$ cat src/rtl/rv_pc_pkg.sv
// rv_pc_pkg: control-op encodings, FSM states and RV32 immediate extraction
// shared by the next-PC generator and its branch comparator.
package rv_pc_pkg;

    typedef enum logic [3:0] {
        OP_JAL  = 4'b0000,
        OP_JALR = 4'b0001,
        OP_BEQ  = 4'b1000,
        OP_BNE  = 4'b1001,
        OP_BLT  = 4'b1100,
        OP_BGE  = 4'b1101,
        OP_BLTU = 4'b1110,
        OP_BGEU = 4'b1111
    } op_e;

    typedef enum logic {ST_FLUSH, ST_RUN} state_e;

    function automatic logic signed [31:0] imm_j(input logic [31:0] instr);
        return $signed({{11{instr[31]}}, instr[31], instr[19:12], instr[20], instr[30:21], 1'b0});
    endfunction

    function automatic logic signed [31:0] imm_b(input logic [31:0] instr);
        return $signed({{19{instr[31]}}, instr[31], instr[7], instr[30:25], instr[11:8], 1'b0});
    endfunction

    function automatic logic signed [31:0] imm_i(input logic [31:0] instr);
        return $signed({{20{instr[31]}}, instr[31:20]});
    endfunction

endpackage

$ cat src/rtl/rv_pc_gen_if.sv
// rv_pc_gen_if: decode-side request and fetch-side PC bundle for rv_pc_gen;
// MISALIGN_TRAP_EN adds the misalign pulse.
interface rv_pc_gen_if #(parameter int XLEN = 32);
    logic            enable;
    logic            stall;
    logic            op_valid;
    logic [3:0]      op;
    logic [31:0]     instr;
    logic [XLEN-1:0] rs1;
    logic [XLEN-1:0] rs2;
    logic            trap_req;
    logic [XLEN-1:0] trap_vec;
    logic [XLEN-1:0] pc;
    logic [XLEN-1:0] link_addr;
    logic            link_valid;
    logic            redirect;
    logic            flush;
`ifdef MISALIGN_TRAP_EN
    logic            misalign;
`endif

    modport master (
`ifdef MISALIGN_TRAP_EN
        input  misalign,
`endif
        output enable, stall, op_valid, op, instr, rs1, rs2, trap_req, trap_vec,
        input  pc, link_addr, link_valid, redirect, flush
    );

    modport slave (
`ifdef MISALIGN_TRAP_EN
        output misalign,
`endif
        input  enable, stall, op_valid, op, instr, rs1, rs2, trap_req, trap_vec,
        output pc, link_addr, link_valid, redirect, flush
    );
endinterface

$ cat src/rtl/rv_branch_cmp.sv
// rv_branch_cmp: combinational taken decision; jumps are always taken,
// unknown op codes never are.
module rv_branch_cmp
    import rv_pc_pkg::*;
#(
    parameter int XLEN = 32
) (
    input  logic [3:0]      op_i,
    input  logic [XLEN-1:0] rs1_i,
    input  logic [XLEN-1:0] rs2_i,
    output logic            taken_o
);
    logic eq, lt, ltu;

    always_comb begin
        eq  = rs1_i == rs2_i;
        lt  = $signed(rs1_i) < $signed(rs2_i);
        ltu = rs1_i < rs2_i;
        taken_o = (op_i == OP_JAL || op_i == OP_JALR) ? 1'b1 :
                  op_i == OP_BEQ  ? eq   :
                  op_i == OP_BNE  ? !eq  :
                  op_i == OP_BLT  ? lt   :
                  op_i == OP_BGE  ? !lt  :
                  op_i == OP_BLTU ? ltu  :
                  op_i == OP_BGEU ? !ltu : 1'b0;
    end
endmodule

$ cat src/rtl/rv_pc_gen.sv
// rv_pc_gen: next-PC generator with branch resolution, trap redirect and a
// counted flush window. Optional MISALIGN_TRAP_EN traps bit[1]-misaligned targets.
module rv_pc_gen
    import rv_pc_pkg::*;
#(
    parameter int              XLEN         = 32,
    parameter bit              WORD_ADDR    = 1'b1,
    parameter logic [XLEN-1:0] RESET_VECTOR = '0,
    parameter int              FLUSH_CYCLES = 2
) (
    input logic         clk,
    input logic         rst,
    rv_pc_gen_if.slave  pc_if
);
    localparam logic [XLEN-1:0] STEP = WORD_ADDR ? XLEN'(1) : XLEN'(4);
    localparam logic [3:0]      FC   = 4'(FLUSH_CYCLES);

    state_e          state_q, state_d;
    logic [3:0]      cnt_q, cnt_d;
    logic [XLEN-1:0] pc_q, pc_d, link_q, link_d;
    logic            link_v_q, link_v_d, redir_q, redir_d;
    logic            taken, is_link;
    logic signed [XLEN-1:0] imm_jb, imm_jr, off;
    logic [XLEN-1:0] jalr_byte, tgt;
`ifdef MISALIGN_TRAP_EN
    logic            mis, mis_q, mis_d;
`endif

    rv_branch_cmp #(.XLEN(XLEN)) u_cmp (
        .op_i    (pc_if.op),
        .rs1_i   (pc_if.rs1),
        .rs2_i   (pc_if.rs2),
        .taken_o (taken)
    );

    always_comb begin
        is_link   = pc_if.op == OP_JAL || pc_if.op == OP_JALR;
        imm_jb    = pc_if.op == OP_JAL ? XLEN'(imm_j(pc_if.instr)) : XLEN'(imm_b(pc_if.instr));
        imm_jr    = XLEN'(imm_i(pc_if.instr));
        off       = WORD_ADDR ? imm_jb >>> 2 : imm_jb;
        jalr_byte = (pc_if.rs1 + imm_jr) & {{(XLEN-1){1'b1}}, 1'b0};
        tgt       = pc_if.op == OP_JALR ? (WORD_ADDR ? jalr_byte >> 2 : jalr_byte) : pc_q + off;
`ifdef MISALIGN_TRAP_EN
        // word-mode JAL/branch targets are always word aligned in bytes
        mis       = WORD_ADDR ? (pc_if.op == OP_JALR && jalr_byte[1]) : tgt[1];
`endif
    end

    always_ff @(posedge clk or posedge rst) begin
        if (rst) begin
            state_q  <= ST_FLUSH;
            cnt_q    <= FC;
            pc_q     <= RESET_VECTOR;
            link_q   <= '0;
            link_v_q <= 1'b0;
            redir_q  <= 1'b0;
`ifdef MISALIGN_TRAP_EN
            mis_q    <= 1'b0;
`endif
        end else begin
            state_q  <= state_d;
            cnt_q    <= cnt_d;
            pc_q     <= pc_d;
            link_q   <= link_d;
            link_v_q <= link_v_d;
            redir_q  <= redir_d;
`ifdef MISALIGN_TRAP_EN
            mis_q    <= mis_d;
`endif
        end
    end

    always_comb begin
        state_d  = state_q;
        cnt_d    = cnt_q;
        pc_d     = pc_q;
        link_d   = link_q;
        link_v_d = link_v_q;
        redir_d  = redir_q;
`ifdef MISALIGN_TRAP_EN
        mis_d    = mis_q;
`endif
        if (pc_if.enable) begin
            link_v_d = 1'b0;
            redir_d  = 1'b0;
`ifdef MISALIGN_TRAP_EN
            mis_d    = 1'b0;
`endif
            if (pc_if.trap_req) begin
                pc_d    = pc_if.trap_vec;
                redir_d = 1'b1;
                state_d = ST_FLUSH;
                cnt_d   = FC;
            end else if (!pc_if.stall) begin
                if (state_q == ST_FLUSH) begin
                    cnt_d   = cnt_q - 4'd1;
                    state_d = cnt_q <= 4'd1 ? ST_RUN : ST_FLUSH;
                end else if (pc_if.op_valid && taken) begin
`ifdef MISALIGN_TRAP_EN
                    pc_d    = mis ? pc_if.trap_vec : tgt;
                    mis_d   = mis;
`else
                    pc_d    = tgt;
`endif
                    redir_d  = 1'b1;
                    state_d  = ST_FLUSH;
                    cnt_d    = FC;
                    link_d   = is_link ? pc_q + STEP : link_q;
                    link_v_d = is_link;
                end else begin
                    pc_d = pc_q + STEP;
                end
            end
        end
    end

    always_comb begin
        pc_if.pc         = pc_q;
        pc_if.link_addr  = link_q;
        pc_if.link_valid = link_v_q;
        pc_if.redirect   = redir_q;
        pc_if.flush      = state_q == ST_FLUSH;
`ifdef MISALIGN_TRAP_EN
        pc_if.misalign   = mis_q;
`endif
    end
endmodule

$ cat src/flat_wrapper.sv
// flat-port wrapper written by rule: the top's interface ports become plain ports
module rv_pc_gen_flat import rv_pc_pkg::*;
#(
    parameter int              XLEN         = 32,
    parameter bit              WORD_ADDR    = 1'b1,
    parameter logic [XLEN-1:0] RESET_VECTOR = '0,
    parameter int              FLUSH_CYCLES = 2
)
  (clk, rst, pc_if_enable, pc_if_stall, pc_if_op_valid, pc_if_op, pc_if_instr, pc_if_rs1, pc_if_rs2, pc_if_trap_req, pc_if_trap_vec, pc_if_pc, pc_if_link_addr, pc_if_link_valid, pc_if_redirect, pc_if_flush);
  rv_pc_gen_if #(.XLEN(XLEN)) pc_if_i ();
  input logic clk;
  input logic rst;
  input wire logic [$bits(pc_if_i.enable)-1:0] pc_if_enable;
  input wire logic [$bits(pc_if_i.stall)-1:0] pc_if_stall;
  input wire logic [$bits(pc_if_i.op_valid)-1:0] pc_if_op_valid;
  input wire logic [$bits(pc_if_i.op)-1:0] pc_if_op;
  input wire logic [$bits(pc_if_i.instr)-1:0] pc_if_instr;
  input wire logic [$bits(pc_if_i.rs1)-1:0] pc_if_rs1;
  input wire logic [$bits(pc_if_i.rs2)-1:0] pc_if_rs2;
  input wire logic [$bits(pc_if_i.trap_req)-1:0] pc_if_trap_req;
  input wire logic [$bits(pc_if_i.trap_vec)-1:0] pc_if_trap_vec;
  output wire logic [$bits(pc_if_i.pc)-1:0] pc_if_pc;
  output wire logic [$bits(pc_if_i.link_addr)-1:0] pc_if_link_addr;
  output wire logic [$bits(pc_if_i.link_valid)-1:0] pc_if_link_valid;
  output wire logic [$bits(pc_if_i.redirect)-1:0] pc_if_redirect;
  output wire logic [$bits(pc_if_i.flush)-1:0] pc_if_flush;
  assign pc_if_i.enable = pc_if_enable;
  assign pc_if_i.stall = pc_if_stall;
  assign pc_if_i.op_valid = pc_if_op_valid;
  assign pc_if_i.op = pc_if_op;
  assign pc_if_i.instr = pc_if_instr;
  assign pc_if_i.rs1 = pc_if_rs1;
  assign pc_if_i.rs2 = pc_if_rs2;
  assign pc_if_i.trap_req = pc_if_trap_req;
  assign pc_if_i.trap_vec = pc_if_trap_vec;
  assign pc_if_pc = pc_if_i.pc;
  assign pc_if_link_addr = pc_if_i.link_addr;
  assign pc_if_link_valid = pc_if_i.link_valid;
  assign pc_if_redirect = pc_if_i.redirect;
  assign pc_if_flush = pc_if_i.flush;
  rv_pc_gen #(.XLEN(XLEN), .WORD_ADDR(WORD_ADDR), .RESET_VECTOR(RESET_VECTOR), .FLUSH_CYCLES(FLUSH_CYCLES)) u_core (.clk(clk), .rst(rst), .pc_if(pc_if_i));
endmodule
$ cat config.mk
export PLATFORM = sky130hd
export DESIGN_NAME = rv_pc_gen_flat
export DESIGN_NICKNAME = d
export VERILOG_FILES = /design/src/rtl/rv_pc_pkg.sv /design/src/rtl/rv_pc_gen_if.sv /design/src/rtl/rv_branch_cmp.sv /design/src/rtl/rv_pc_gen.sv /design/src/flat_wrapper.sv
export SDC_FILE = /design/constraint.sdc
export NUM_CORES = 1
export LEC_CHECK = 0
export BUFFER_PORTS_ARGS = -buffer_cell sky130_fd_sc_hd__buf_4
export CAP_MARGIN = 20
export CELL_PAD_IN_SITES_DETAIL_PLACEMENT = 2
export CELL_PAD_IN_SITES_GLOBAL_PLACEMENT = 2
export CORE_MARGIN = 4
export CORE_UTILIZATION = 31
export CTS_CLUSTER_SIZE = 28
export DETAILED_ROUTE_END_ITERATION = 8
export HOLD_SLACK_MARGIN = 0.05
export PLACE_DENSITY = 0.9
export REMOVE_ABC_BUFFERS = 1
export SKIP_LAST_GASP = 1
export SLEW_MARGIN = 20
export SYNTH_ARGS = -nofsm -noshare
export SYNTH_HDL_FRONTEND = slang
export SYNTH_SLANG_ARGS = --single-unit
$ cat constraint.sdc
create_clock -name clk -period 3.45 [get_ports clk]
set_input_delay 0.1725 -clock clk [delete_from_list [all_inputs] [get_ports clk]]
set_output_delay 0.1725 -clock clk [all_outputs]
set_load 0.05 [all_outputs]
==> flow_summary_export.csv <==
group,metric,value,unit
routing,drc_errors,0,
status,violations,"setup timing",
timing,rsz0062_at_grt,"true",
timing,fin_crit,3.76,ns
routing,wirelength,52.7,mm
timing,tightest_slew,0.981,ns
place,place_area,0.0102,mm2
floorplan,die_area,0.0281,mm2
synth,ys_top_cells_by_area,"dfrtp_1 (22%), ha_1 (15%), a21oi_1 (6.1%), xnor2_1 (5.8%), nand2_1 (5.0%)",
synth,async_flop_share,1.00,
finish,register_area,0.00178,mm2
floorplan,die_width,168,um
synth,syn-instance-count,1003,
floorplan,row_count,58,
routing,vias,10582,
clock_network,h-tree-depth,3,
place,detailed_place_hpwl,32.3,mm
critical_path,crit_chain,"ha_1, a21oi_1, o211ai_1, buf_4, a41oi_4, buf_4, buf_4, nor2_1, a21boi_0, xnor2_1, a21oi_1, mux2_2, o22ai_1",
place,dp_slack,-0.722,ns
clock_network,path_clk_slew,0.06,ns
global_routing,grt_use_total,0.323,
floorplan,design.portCount,205,
finish,fin_area,0.0112,mm2
job,maxCapViolCount,0,
clock_network,clk_latency,0.36,ns
critical_path,slowest_stage,"dfrtp_1",
pwr,powerDensity,492,mW/mm2
critical_path,start_kind,"flip-flop",
global_routing,grt_pass1_vias,11157,
floorplan,core,0.0251,mm2
pwr,p_comb_frac,0.600,
pwr,p_seq_frac,0.215,
timing,final_max_slew_viol_count,0,
timing,fin_crit_sh,1.09,
timing,final_hold_viol_count,0,
pwr,internal_power,2.72,mW
timing,slew-limit-headroom,0.345,
critical_path,cp.arrival,4.01,ns
clock_network,cts-root-buf,"clkbuf_16",
floorplan,start_util,0.314,
critical_path,cp-startpoint,"u_core.pc_if.pc[6]",
pwr,power.switching,2.77,mW
timing,clock-skew-final,0.0170,ns
status,status,"finished with violations",
pwr,swShare,0.504,
synth,syn_area_per_cell,7.87,um2
clock_network,cts_max_path_buffers,2,
finish,multiInputGateArea,0.00616,mm2
timing,finalWorstSetupSlack,-0.312,ns
routing,wire_per_inst,32.6,um
finish,drive_above_1_share,0.309,
synth,synth_warnings,0,
critical_path,worst_setup_path_end_kind,"flip-flop",
synth,ys_seq_area_frac,0.225,
finish,syn_to_final_growth,41.4,%
clock_network,cts_made_buffers,9,
global_routing,grt_max_degree,65,
synth,yosysTopAreaCell,"dfrtp_1",
place,io_buffer_count,196,
routing,detail-route-antenna-nets,0,
clock_network,cts_tree,"built",
routing,drtIter0Drc,1149,
pwr,pwr-share-clk,0.185,
global_routing,grt.overflow.total,0,
floorplan,die_h,168,um
synth,yosysTopAreaCellShare,0.222,
critical_path,crit_top_cell,"buf_4",
critical_path,worst_path_largest_cell_delay,0.68,ns
min_path,hp-start,"pc_if_trap_vec[6]",
synth,ys_ff_latch,71,
place,gp_congestion,0.898,
critical_path,cp.required,3.70,ns
pwr,p_leak,5.27,nW
synth,yosys_most_used_dff,"dfrtp_1",
pwr,irDropWorstVdd,0.000276,V
critical_path,worstSetupPathType,"reg2reg",
min_path,hp-class,"in2reg",
synth,synth_edf_count,0,
timing,setup_violations,20,
finish,layout.nets,1515,
global_routing,antenna_found_initial,3,
timing,clock.fmax,266,MHz
synth,syn_area,0.00790,mm2
global_routing,grt_pass1_wl,70.9,mm
routing,drt_first_pass_iters,5,
finish,nFillCells,2799,
clock_network,cts_sinks,71,
routing,avgViaCountPerCell,6.55,
critical_path,critPathMaxFanout,9,
critical_path,rr_startpoint,"u_core.pc_if.pc[6]",
synth,ys_types,77,
[cells in the final DEF (no fill, tap or decap), drive strengths merged, types with 4 or more instances in the layout]
| master | Yosys | final |
|---|---|---|
| nor2b | 6 | 6 |
| a21oi | 97 | 97 |
| o31ai | 4 | 4 |
| a211oi | 17 | 17 |
| nand2 | 107 | 107 |
| xnor2 | 52 | 52 |
| o21a | 12 | 12 |
| o22ai | 11 | 11 |
| inv | 58 | 59 |
| nand3 | 29 | 29 |
| and3 | 34 | 34 |
| mux2 | 7 | 7 |
| and2 | 6 | 6 |
| a221o | 8 | 8 |
| nand2b | 4 | 4 |
| nor4 | 4 | 4 |
| a221oi | 4 | 4 |
| nand4 | 20 | 20 |
| a21o | 26 | 26 |
| clkbuf | 28 | 11 |
| a31oi | 12 | 12 |
| o211ai | 12 | 12 |
| nor3 | 19 | 19 |
| nor2 | 64 | 64 |
| ha | 96 | 96 |
| buf | 8 | 301 |
| o32a | 4 | 4 |
| dfrtp | 70 | 70 |
| mux2i | 5 | 5 |
| xor2 | 28 | 28 |
| o21ai | 86 | 86 |
| o21bai | 6 | 6 |
| or3 | 4 | 4 |
[per-layer routing]
metal | vias to the layer above | global-route usage | share of wire
met4 | 2 | 0.200 | 0.082
met1 | 5179 | 0.383 | 0.37
met3 | 316 | 0.0541 | 0.084
li1 | 4261 | - | -
met5 | - | 0 | 0.00025
met2 | 824 | 0.544 | 0.46
[power by group through the flow]
| stage | registers (mW) | clock network (mW) | logic (mW) |
|---|---|---|---|
| 3_3_place_gp | 1.13 | 0 | 2.37 |
| 2_1_floorplan | 1.38 | 0 | 1.23 |
| 3_5_place_dp | 1.14 | 0 | 2.59 |
| 6_report | 1.18 | 1.02 | 3.29 |
| 5_1_grt | 1.18 | 1.05 | 3.37 |
| 4_1_cts | 1.13 | 0.996 | 2.71 |
[stage by stage]
| stage | utilization | hold WS, ns | setup TNS, ns | instances | power [mW] |
|---|---|---|---|---|---|
| 5_1_grt | 0.445 | 0.179 | -3.48 | 1616 | 5.60 |
| 4_1_cts | 0.427 | 0.116 | 0 | 1596 | 4.84 |
| 3_5_place_dp | 0.408 | 0.269 | -10.06 | 1572 | 3.73 |
| 6_report | 0.445 | 0.175 | -3.28 | 1616 | 5.49 |
| 3_3_place_gp | 0.408 | 0.265 | -2.79 | 1572 | 3.49 |
| 2_1_floorplan | - | 0.269 | -9.37 | 967 | 2.62 |
[kinds of logic after synthesis]
kind of cell,Yosys count,synth area share
adder cells (fa/ha/maj),97,0.155
multiplexers,12,0.0163
XOR/XNOR,80,0.0887
buffers and inverters,94,0.0477
flip-flops,71,0.225
AND/OR/NAND/NOR,309,0.187
AO/OA/AOI/OAI,340,0.280
[cell usage after synthesis, types with 11 or more instances]
cell type    n
nand2_1    106
a21oi_1     96
ha_1        96
o21ai_0     79
dfrtp_1     70
nor2_1      64
inv_1       58
xnor2_1     52
and3_1      34
nand3_1     29
clkbuf_1    28
xor2_1      28
a21o_1      26
nand4_1     20
nor3_1      19
a211oi_1    17
o211ai_1    12
o21a_1      12
o22ai_1     11
[registers in the layout (all words and copies together), names as in the netlist]
name                     cells
u_core.cnt_q                 4
u_core.pc_if.link_addr      32
u_core.pc_if.link_valid      1
u_core.pc_if.pc             32
u_core.pc_if.redirect        1
u_core.state_q               1
[cell type report]
class / count / area share
antenna: 1 / 0.000224
tap: 330 / 0.0370
clock inverter: 5 / 0.00516
multi-input combinational: 838 / 0.551
sequential: 71 / 0.159
timing repair buffer: 302 / 0.206
inverter: 58 / 0.0195
clock buffer: 11 / 0.0217
[worst paths after layout]
| kind | endpoint | slack [ns] | depth (start not counted) |
|---|---|---|---|
| worst max-delay path | u_core.pc_if.pc[19] | -0.31 | 13 |
| min in group asynchronous | u_core.pc_if.pc[2] | 0.46 | 3 |
| max in group asynchronous | u_core.cnt_q[1] | 2.18 | 4 |
| worst max register to register | u_core.pc_if.pc[19] | -0.31 | 13 |
| worst min register to register | u_core.pc_if.link_addr[12] | 0.48 | 2 |
| worst min-delay path | u_core.pc_if.pc[6] | 0.17 | 3 |
[critical path, delay by kind of cell (launching register included)]
kind                     cells  cell delay (ns)
XOR/XNOR                     1             0.18
flip-flops                   1             0.68
AND/OR/NAND/NOR              1             0.08
adder cells (fa/ha/maj)      1             0.42
buffers and inverters        3             0.48
multiplexers                 1             0.30
AO/OA/AOI/OAI                6             1.52
[timing repair]
item | 4_1_cts | 5_1_grt
hold buffers | 1 | 0
pin swaps | 14 | 46
endpoints found under the hold margin | 24 | 0
resized for setup | 21 | 62
setup buffers | 7 | 19
endpoints found under the setup margin | 15 | 23
Note: power is estimated with default switching activity, not from simulation.
